`src/rtl/core_pkg.sv`:
```
// rtl/core_pkg.sv - shared types and constants for the writeback stage
package core_pkg;

  localparam int XLEN = 32;

  // Register-file write source selected in writeback
  typedef enum logic [2:0] {
    RES_ALU  = 3'd0,
    RES_LOAD = 3'd1,
    RES_PC4  = 3'd2,
    RES_IMM  = 3'd3,
    RES_CREG = 3'd4,
    RES_IN   = 3'd5
  } result_src_e;

  // Load access size and extension
  typedef enum logic [1:0] {
    BYTES_WORD = 2'b00,
    BYTES_SB   = 2'b01,
    BYTES_SH   = 2'b10,
    BYTES_UB   = 2'b11
  } result_bytes_e;

  // Input-instruction handshake states
  typedef enum logic [1:0] {
    WB_IDLE  = 2'd0,
    WB_WAIT  = 2'd1,
    WB_WRITE = 2'd2
  } wb_state_e;

endpackage

```
`src/rtl/load_extract.sv`:
```
// rtl/load_extract.sv - sub-word load select and sign/zero extension
module load_extract #(
  parameter int XLEN = core_pkg::XLEN
) (
  input  logic [XLEN-1:0] word,
  input  logic [1:0]      offset,
  input  logic [1:0]      size,
  output logic [XLEN-1:0] ext
);
  import core_pkg::*;

  logic [7:0]  byte_sel;
  logic [15:0] half_sel;

  // Pick the addressed byte/half; a misaligned half just uses offset[1]
  always_comb begin
    byte_sel = word[{offset, 3'b000} +: 8];
    half_sel = word[{offset[1], 4'b0000} +: 16];
    case (size)
      BYTES_WORD: ext = word;
      BYTES_SB:   ext = {{(XLEN-8){byte_sel[7]}}, byte_sel};
      BYTES_SH:   ext = {{(XLEN-16){half_sel[15]}}, half_sel};
      BYTES_UB:   ext = {{(XLEN-8){1'b0}}, byte_sel};
      default:    ext = word;
    endcase
  end

endmodule

```
`src/rtl/mem_writeback.sv`:
```
// rtl/mem_writeback.sv - MEM/WB register, result select, input handshake, instret
module mem_writeback #(
  parameter int XLEN    = core_pkg::XLEN,
  parameter int RADDR_W = 6,
  parameter int CNT_W   = 64
) (
  input  logic               clk,
  input  logic               rst,
  input  logic               valid_m,
  input  logic               reg_write_m,
  input  logic [2:0]         result_src_m,
  input  logic [1:0]         result_bytes_m,
  input  logic [XLEN-1:0]    alu_result_m,
  input  logic [XLEN-1:0]    read_data_m,
  input  logic [RADDR_W-1:0] rd_m,
  input  logic [XLEN-1:0]    imm_ext_m,
  input  logic [XLEN-1:0]    pc_plus4_m,
  input  logic [XLEN-1:0]    c_reg_data_m,
  input  logic               stall_w,
  input  logic               flush_w,
  input  logic [7:0]         in_data,
  input  logic               in_valid,
  output logic               in_ready,
  output logic               io_stall,
  output logic               reg_write_w,
  output logic [RADDR_W-1:0] rd_w,
  output logic [XLEN-1:0]    result_w,
  output logic [CNT_W-1:0]   instret
);
  import core_pkg::*;

  logic               valid_q, valid_d, reg_write_q, reg_write_d;
  logic [2:0]         result_src_q, result_src_d;
  logic [1:0]         result_bytes_q, result_bytes_d;
  logic [XLEN-1:0]    alu_result_q, alu_result_d, read_data_q, read_data_d;
  logic [XLEN-1:0]    imm_ext_q, imm_ext_d, pc_plus4_q, pc_plus4_d;
  logic [XLEN-1:0]    c_reg_data_q, c_reg_data_d;
  logic [RADDR_W-1:0] rd_q, rd_d;
  wb_state_e          state_q, state_d;
  logic [7:0]         in_buf_q, in_buf_d;
  logic               in_ready_q, in_ready_d, io_stall_q, io_stall_d;
  logic               retired_q, retired_d;
  logic [CNT_W-1:0]   instret_q, instret_d;
  logic               load_en, in_pending, pending_d, retire_now;
  logic [XLEN-1:0]    load_val;

  load_extract #(.XLEN(XLEN)) u_load_extract (
    .word   (read_data_q),
    .offset (alu_result_q[1:0]),
    .size   (result_bytes_q),
    .ext    (load_val)
  );

  // Next MEM/WB contents: the handshake stall wins over stall_w, which wins over flush_w
  always_comb begin
    load_en        = !io_stall_q && !stall_w;
    valid_d        = valid_q;
    reg_write_d    = reg_write_q;
    result_src_d   = result_src_q;
    result_bytes_d = result_bytes_q;
    alu_result_d   = alu_result_q;
    read_data_d    = read_data_q;
    rd_d           = rd_q;
    imm_ext_d      = imm_ext_q;
    pc_plus4_d     = pc_plus4_q;
    c_reg_data_d   = c_reg_data_q;
    if (load_en) begin
      valid_d        = valid_m && !flush_w;
      reg_write_d    = reg_write_m && !flush_w;
      result_src_d   = result_src_m;
      result_bytes_d = result_bytes_m;
      alu_result_d   = alu_result_m;
      read_data_d    = read_data_m;
      rd_d           = rd_m;
      imm_ext_d      = imm_ext_m;
      pc_plus4_d     = pc_plus4_m;
      c_reg_data_d   = c_reg_data_m;
    end
  end

  // Retirement and handshake next-state; outputs are precomputed from next-state values
  always_comb begin
    in_pending = valid_q && (result_src_q == RES_IN) && !retired_q;
    retire_now = valid_q && !retired_q &&
                 ((result_src_q != RES_IN) || (state_q == WB_WRITE));
    retired_d  = load_en ? 1'b0 : (retired_q || retire_now);
    instret_d  = retire_now ? instret_q + CNT_W'(1) : instret_q;
    state_d    = state_q;
    in_buf_d   = in_buf_q;
    case (state_q)
      WB_IDLE: begin
        if (in_pending) begin
          if (in_valid) begin
            in_buf_d = in_data;
            state_d  = WB_WRITE;
          end else begin
            state_d  = WB_WAIT;
          end
        end
      end
      WB_WAIT: begin
        if (in_valid) begin
          in_buf_d = in_data;
          state_d  = WB_WRITE;
        end
      end
      WB_WRITE: state_d = WB_IDLE;
      default:  state_d = WB_IDLE;
    endcase
    pending_d  = valid_d && (result_src_d == RES_IN) && !retired_d;
    in_ready_d = ((state_d == WB_IDLE) && pending_d) || (state_d == WB_WAIT);
    io_stall_d = in_ready_d || (state_d == WB_WRITE);
  end

  // MEM/WB pipeline register
  always_ff @(posedge clk or posedge rst) begin
    if (rst) begin
      valid_q        <= 1'b0;
      reg_write_q    <= 1'b0;
      result_src_q   <= '0;
      result_bytes_q <= '0;
      alu_result_q   <= '0;
      read_data_q    <= '0;
      rd_q           <= '0;
      imm_ext_q      <= '0;
      pc_plus4_q     <= '0;
      c_reg_data_q   <= '0;
    end else begin
      valid_q        <= valid_d;
      reg_write_q    <= reg_write_d;
      result_src_q   <= result_src_d;
      result_bytes_q <= result_bytes_d;
      alu_result_q   <= alu_result_d;
      read_data_q    <= read_data_d;
      rd_q           <= rd_d;
      imm_ext_q      <= imm_ext_d;
      pc_plus4_q     <= pc_plus4_d;
      c_reg_data_q   <= c_reg_data_d;
    end
  end

  // Input handshake FSM with registered in_ready/io_stall
  always_ff @(posedge clk or posedge rst) begin
    if (rst) begin
      state_q    <= WB_IDLE;
      in_buf_q   <= '0;
      in_ready_q <= 1'b0;
      io_stall_q <= 1'b0;
    end else begin
      state_q    <= state_d;
      in_buf_q   <= in_buf_d;
      in_ready_q <= in_ready_d;
      io_stall_q <= io_stall_d;
    end
  end

  // Retired flag and instret counter
  always_ff @(posedge clk or posedge rst) begin
    if (rst) begin
      retired_q <= 1'b0;
      instret_q <= '0;
    end else begin
      retired_q <= retired_d;
      instret_q <= instret_d;
    end
  end

  // Write-data select from the W register
  always_comb begin
    case (result_src_q)
      RES_ALU:  result_w = alu_result_q;
      RES_LOAD: result_w = load_val;
      RES_PC4:  result_w = pc_plus4_q;
      RES_IMM:  result_w = imm_ext_q;
      RES_CREG: result_w = c_reg_data_q;
      RES_IN:   result_w = {{(XLEN-8){1'b0}}, in_buf_q};
      default:  result_w = '0;
    endcase
  end

  assign reg_write_w = valid_q && reg_write_q && (rd_q != '0) &&
                       ((result_src_q == RES_IN) ? (state_q == WB_WRITE) : 1'b1);
  assign rd_w        = rd_q;
  assign in_ready    = in_ready_q;
  assign io_stall    = io_stall_q;
  assign instret     = instret_q;

endmodule

```
`config.mk`:
```
export PLATFORM = sky130hd
export DESIGN_NAME = mem_writeback
export DESIGN_NICKNAME = d
export VERILOG_FILES = /design/src/rtl/core_pkg.sv /design/src/rtl/load_extract.sv /design/src/rtl/mem_writeback.sv
export SDC_FILE = /design/constraint.sdc
export NUM_CORES = 1
export LEC_CHECK = 0
export ABC_AREA = 0
export CAP_MARGIN = 20
export CORE_UTILIZATION = 35
export CTS_BUF_LIST = sky130_fd_sc_hd__clkbuf_8 sky130_fd_sc_hd__clkbuf_16
export CTS_CLUSTER_SIZE = 8
export DETAILED_ROUTE_END_ITERATION = 12
export DONT_BUFFER_PORTS = 1
export PLACE_DENSITY = 0.53
export SYNTH_ARGS = -nofsm -noshare
export SYNTH_HDL_FRONTEND = slang
export SYNTH_SLANG_ARGS = --single-unit
```
`constraint.sdc`:
```
create_clock -name clk -period 10.9 [get_ports clk]
set_input_delay 2.18 -clock clk [delete_from_list [all_inputs] [get_ports clk]]
set_output_delay 2.18 -clock clk [all_outputs]
set_load 0.005 [all_outputs]
```
# == After elaboration in Yosys (flattened, before gate mapping) ==
# Cells that the tools add are included.
# totals
in_bits,186
wordCells,76
register_bits,250
# classes
eq_ne,15
addsub,1
reduce_logical,29
muxes,13
n_shift,2
# ops
op,n
$pmux 32 s6,1
$pmux 32 s4,1
$add 64x1->64 const B,1
$shiftx 32x6->16,1
$shiftx 32x6->8,1
$mux 8,2
$pmux 8 s2,1
$logic_and 1x1->1,13
$eq 3x3->1 const B,3
$eq 2x2->1 const B,4
$eq 2x1->1 const B,3
$eq 3x2->1 const B,2
$logic_not 2->1,3
$mux 2,3
$reduce_bool 6->1,1
$logic_not 1->1,5
$logic_or 1x1->1,4
$pmux 2 s2,1
$eq 3x1->1 const B,1
$logic_not 3->1,1
$mux 1,3
$mux 3,1
$ne 3x3->1 const B,1
$ne 2x2->1 const B,1
2 further kinds,2

# == Depth between registers and ports, before layout ==
# logic_depth
depth_word,10
ltp_mapped,8

# == Cells and area by module ==
# From an unflattened synthesis, not the netlist that was laid out.
# hier_totals
cells_unflattened,999
area_unflattened_um2,11920.2
# modules_own_cells
mod,cells_each,seq_area_each_um2,area_per_inst_um2,n_inst
mem_writeback,895,6256.0,11260.8,1
load_extract,104,0.0,659.4,1

# == Worst setup path before layout ==
# Ideal clock, no wire load.
# synth_timing
kind,reg-to-output
from,reg result_bytes_q[1]
to,out result_w[6]
arrival_ns,1.795
n_path_buf,2
setup_slack_ns,6.925
path_stages_with_launch,8
cell_sequence,dfrtp_1 > clkbuf_1 > or2_1 > buf_2 > and3_1 > a222oi_1 > o21ai_0 > a221o_1
# synth_between
elab_chain_len,3
elab_cells_between_ends,6
cone_classes,eq/ne (3); mux (2); reduce/logical (1)
# synth_lines
element,line,rtl
"start, declared",mem_writeback.sv:34,"logic [1:0] result_bytes_q, result_bytes_d;"
"start signal, assigned",mem_writeback.sv:132,result_bytes_q <= result_bytes_d;
$eq 2x2->1 (tied with other cells),load_extract.sv:19,case (size)
$pmux 32 s4 *,load_extract.sv:19,
$pmux 32 s6 *,mem_writeback.sv:170,case (result_src_q)
"end, declared",mem_writeback.sv:27,"output logic [XLEN-1:0] result_w,"
# Mark *: on every way between the ends. The rest lies on a longest branch, timed or not.

# == Worst setup path in the final report ==
# layout_timing
from,reg result_bytes_q[0]
to,out result_w[6]
# The elaborated chain is that of the path after synthesis.

==> summary.txt <==
Clock network
  • Clock Tree Root: clkbuf_16
  • CTS sink count: 250
  • Worst-case clock buffer depth: 3
  • H-tree lvl count: 2
  • Cts hold-fix bufs: 0
  • Clk_lat worst skew: 0.51 ns
  • Worst-path clk slew: 0.05 ns
  • Num CTS Buffers: 37
  • CTS tree: yes
  • Postcts setup bufs: 0
  • Post-cts gate resize count: 0

Die
  • Core area: 32450 um^2
  • Rows: 66
  • Chip height: 183.6 um
  • Initial Util: 35.55%
  • # IOs: 291
  • Die X: 183.6 um
  • DIE AREA: 33690 um^2

Global routing
  • First-pass GRT wire length: 48.86 mm
  • Pin count of the biggest net entering global routing: 181
  • Grt ovf: 0
  • Number of global-route vias before repair: 7854
  • Initial antenna violation count: 9
  • GRT Resource Usage Total: 19.04%

Placement
  • Dpl cell area: 11990 um^2
  • Post-DP HPWL: 22.59 mm
  • Gpl congestion: 0.8343
  • Placed cell count: 1337
  • PortBufs: 0

STA
  • Setup Skew: 0.01526 ns
  • Final Setup Violations: 0
  • Setup_tns: 0 ns
  • Fin crit share: 45.82%
  • Min Tclk post-route: 4.995 ns
  • Unrepaired setup endpoints after global routing: false
  • Hold Vio Cnt, Final: 0
  • Worst rel slew slack: 16.37%
  • Worst-Margin Slew: 1.254 ns
  • F_max: 200.2 MHz
  • Slew Viols, Final: 0

Logic synthesis
  • Simple logic cell fraction of the synthesized area: 10.36%
  • Adder-cell area share of the yosys netlist: 0.1085%
  • XOR/XNOR Fraction of Synth Area: 4.783%
  • Yosys top cell area share: 54.23%
  • Largest area contributor in the netlist: dfrtp_1
  • Post-synthesis compound-gate area fraction: 8.807%
  • Post-synthesis cell type count: 56
  • Post-Syn Nets: 1124
  • Count leader, synth: dfrtp_1
  • Post-synthesis sequential area ratio: 54.23%
  • Synthesized cell area: 11540 um^2
  • Largest cells by area after synthesis: dfrtp_1, mux2_2, a22oi_1
  • Largest family of logic cells by synthesized area: multiplexers
  • Gate Count Post-Synth: 937
  • Mapped Avg Cell Area: 12.31 um^2
  • #FFs+latches synth: 250
  • Async SR Flop Fraction: 100.0%
  • Number of flops mapped to enable cells by yosys: 0
  • Top FF cell, synth: dfrtp_1
  • Synth warn: 0
  • Post-synthesis mux area share: 19.45%
  • Synth cell count leaders: dfrtp_1, mux2_2, nor2_1

Job
  • Max-Cap Viols: 0

Routing
  • Vias per cell: 5.427
  • Routed wire length: 32.20 mm
  • Post-route ant nets: 0
  • DRT Pass-1 Iters: 6
  • Remaining DRCs: 0
  • DRT iter0 DRCs: 471
  • Routed via count: 7533
  • DR WL/cell: 23.20 um

Setup path
  • FF-to-FF setup slack: 7.86 ns
  • Critical path required time: 8.72 ns
  • WP data arrival: 2.81 ns
  • Crit path launch type: flop
  • Worst Path Class, Setup: flop to output port
  • Crit-path max FO: 19
  • Worst setup EP type: output port

Power and ir drop
  • Final total power: 2.552 mW
  • Static Leakage: 5.409 nW
  • Max rail drop VDD: 0.1543 mV
  • Power Density: 196.2 nW/um^2

Layout
  • Cell Count, Final, Fillers Out: 1388
  • Net count reported at finish: 1122
  • P&R area growth vs syn: 12.79%
  • Number of fill cells: 3103
  • Layout cell share with drive strength beyond 1: 27.13%
  • Final instance area: 13010 um^2

Hold path
  • HP Class: flop to flop

Outcome
  • Status: finished, final reports clean
[per-stage QoR]
stage	hold WS, ns	worst slack (ns)	utilization, %
floorplan	0.4563	1.848	-
global placement	0.4852	6.513	36.93
detailed placement	0.4890	6.437	36.93
CTS	0.4983	5.893	39.96
global route	0.5127	5.739	40.08
finish	0.4972	5.905	40.09
[flip-flops by register name, summed over array words and instances (netlist names)]
name and count:
io_stall 1, result_src_q 3, valid_q 1, read_data_q 32
instret 64, result_bytes_q 2, c_reg_data_q 32, alu_result_q 32
reg_write_q 1, rd_w 6, pc_plus4_q 32, in_buf_q 8
state_q 2, in_ready 1, imm_ext_q 32, retired_q 1
[cells by family after synthesis]
group,count (synthesis)
buffers and inverters,65
xor gates and xnor gates,63
AOI/OAI and AO/OA,135
and+or+nand+nor,221
adders and majority gates,1
muxes,202
DFF,250
[power by group]
part | internal [mW] | total (mW) | switching [mW] | leakage [nW]
Combinational | 0.191 | 0.387 | 0.196 | 1.84
Clock | 0.601 | 1.00 | 0.399 | 0.494
Sequential | 1.05 | 1.17 | 0.112 | 3.07
Total | 1.85 | 2.55 | 0.706 | 5.41
[worst paths after layout]
kind	cells past startpoint	startpoint	to
setup reg to reg	5	result_src_q[0]	instret[29]
hold reg to reg	1	instret[63]	instret[63]
min in group asynchronous	1	rst	imm_ext_q[27]
hold / removal	1	instret[63]	instret[63]
max in group asynchronous	2	rst	in_buf_q[5]
setup / recovery	5	result_bytes_q[0]	result_w[6]
[cell type report]
| type | instances | area, um^2 | share of cell area, % |
|---|---|---|---|
| Tap cell | 442 | 553.0 | 4.250 |
| Inverter | 14 | 60.06 | 0.4616 |
| Timing Repair Buffer | 10 | 107.6 | 0.8270 |
| Clock inverter | 7 | 57.56 | 0.4424 |
| Multi-Input combinational cell | 622 | 5036 | 38.71 |
| Clock buffer | 37 | 925.9 | 7.116 |
| Sequential cell | 250 | 6256 | 48.08 |
| Antenna cell | 6 | 15.01 | 0.1154 |
[critical path: stages (launching register included)]
cell	delay, ns
dfrtp_1	0.53
or2_1	0.55
and3_1	0.36
a222oi_1	0.32
o21ai_0	0.18
a221o_1	0.38
[layout by cell type, fill, tap and decap left out, types with 25 or more instances in the layout]
| cell type | n |
|---|---|
| clkbuf_16 | 37 |
| dfrtp_1 | 250 |
| xor2_1 | 27 |
| mux2_2 | 177 |
| a22oi_1 | 50 |
| mux2i_1 | 25 |
| nand3_1 | 26 |
| xnor2_1 | 36 |
| nand2_1 | 47 |
| nor2_1 | 53 |
[layer usage]
metal / share of wire, % / global-route usage, % / vias to the layer above
met5: 0.15 / 0 / -
met4: 1.9 / 5.333 / 8
met3: 9.1 / 7.092 / 55
met2: 48 / 31.61 / 275
met1: 40 / 23.02 / 3791
li1: - / - / 3404
Power figures use the tool's default switching activity.
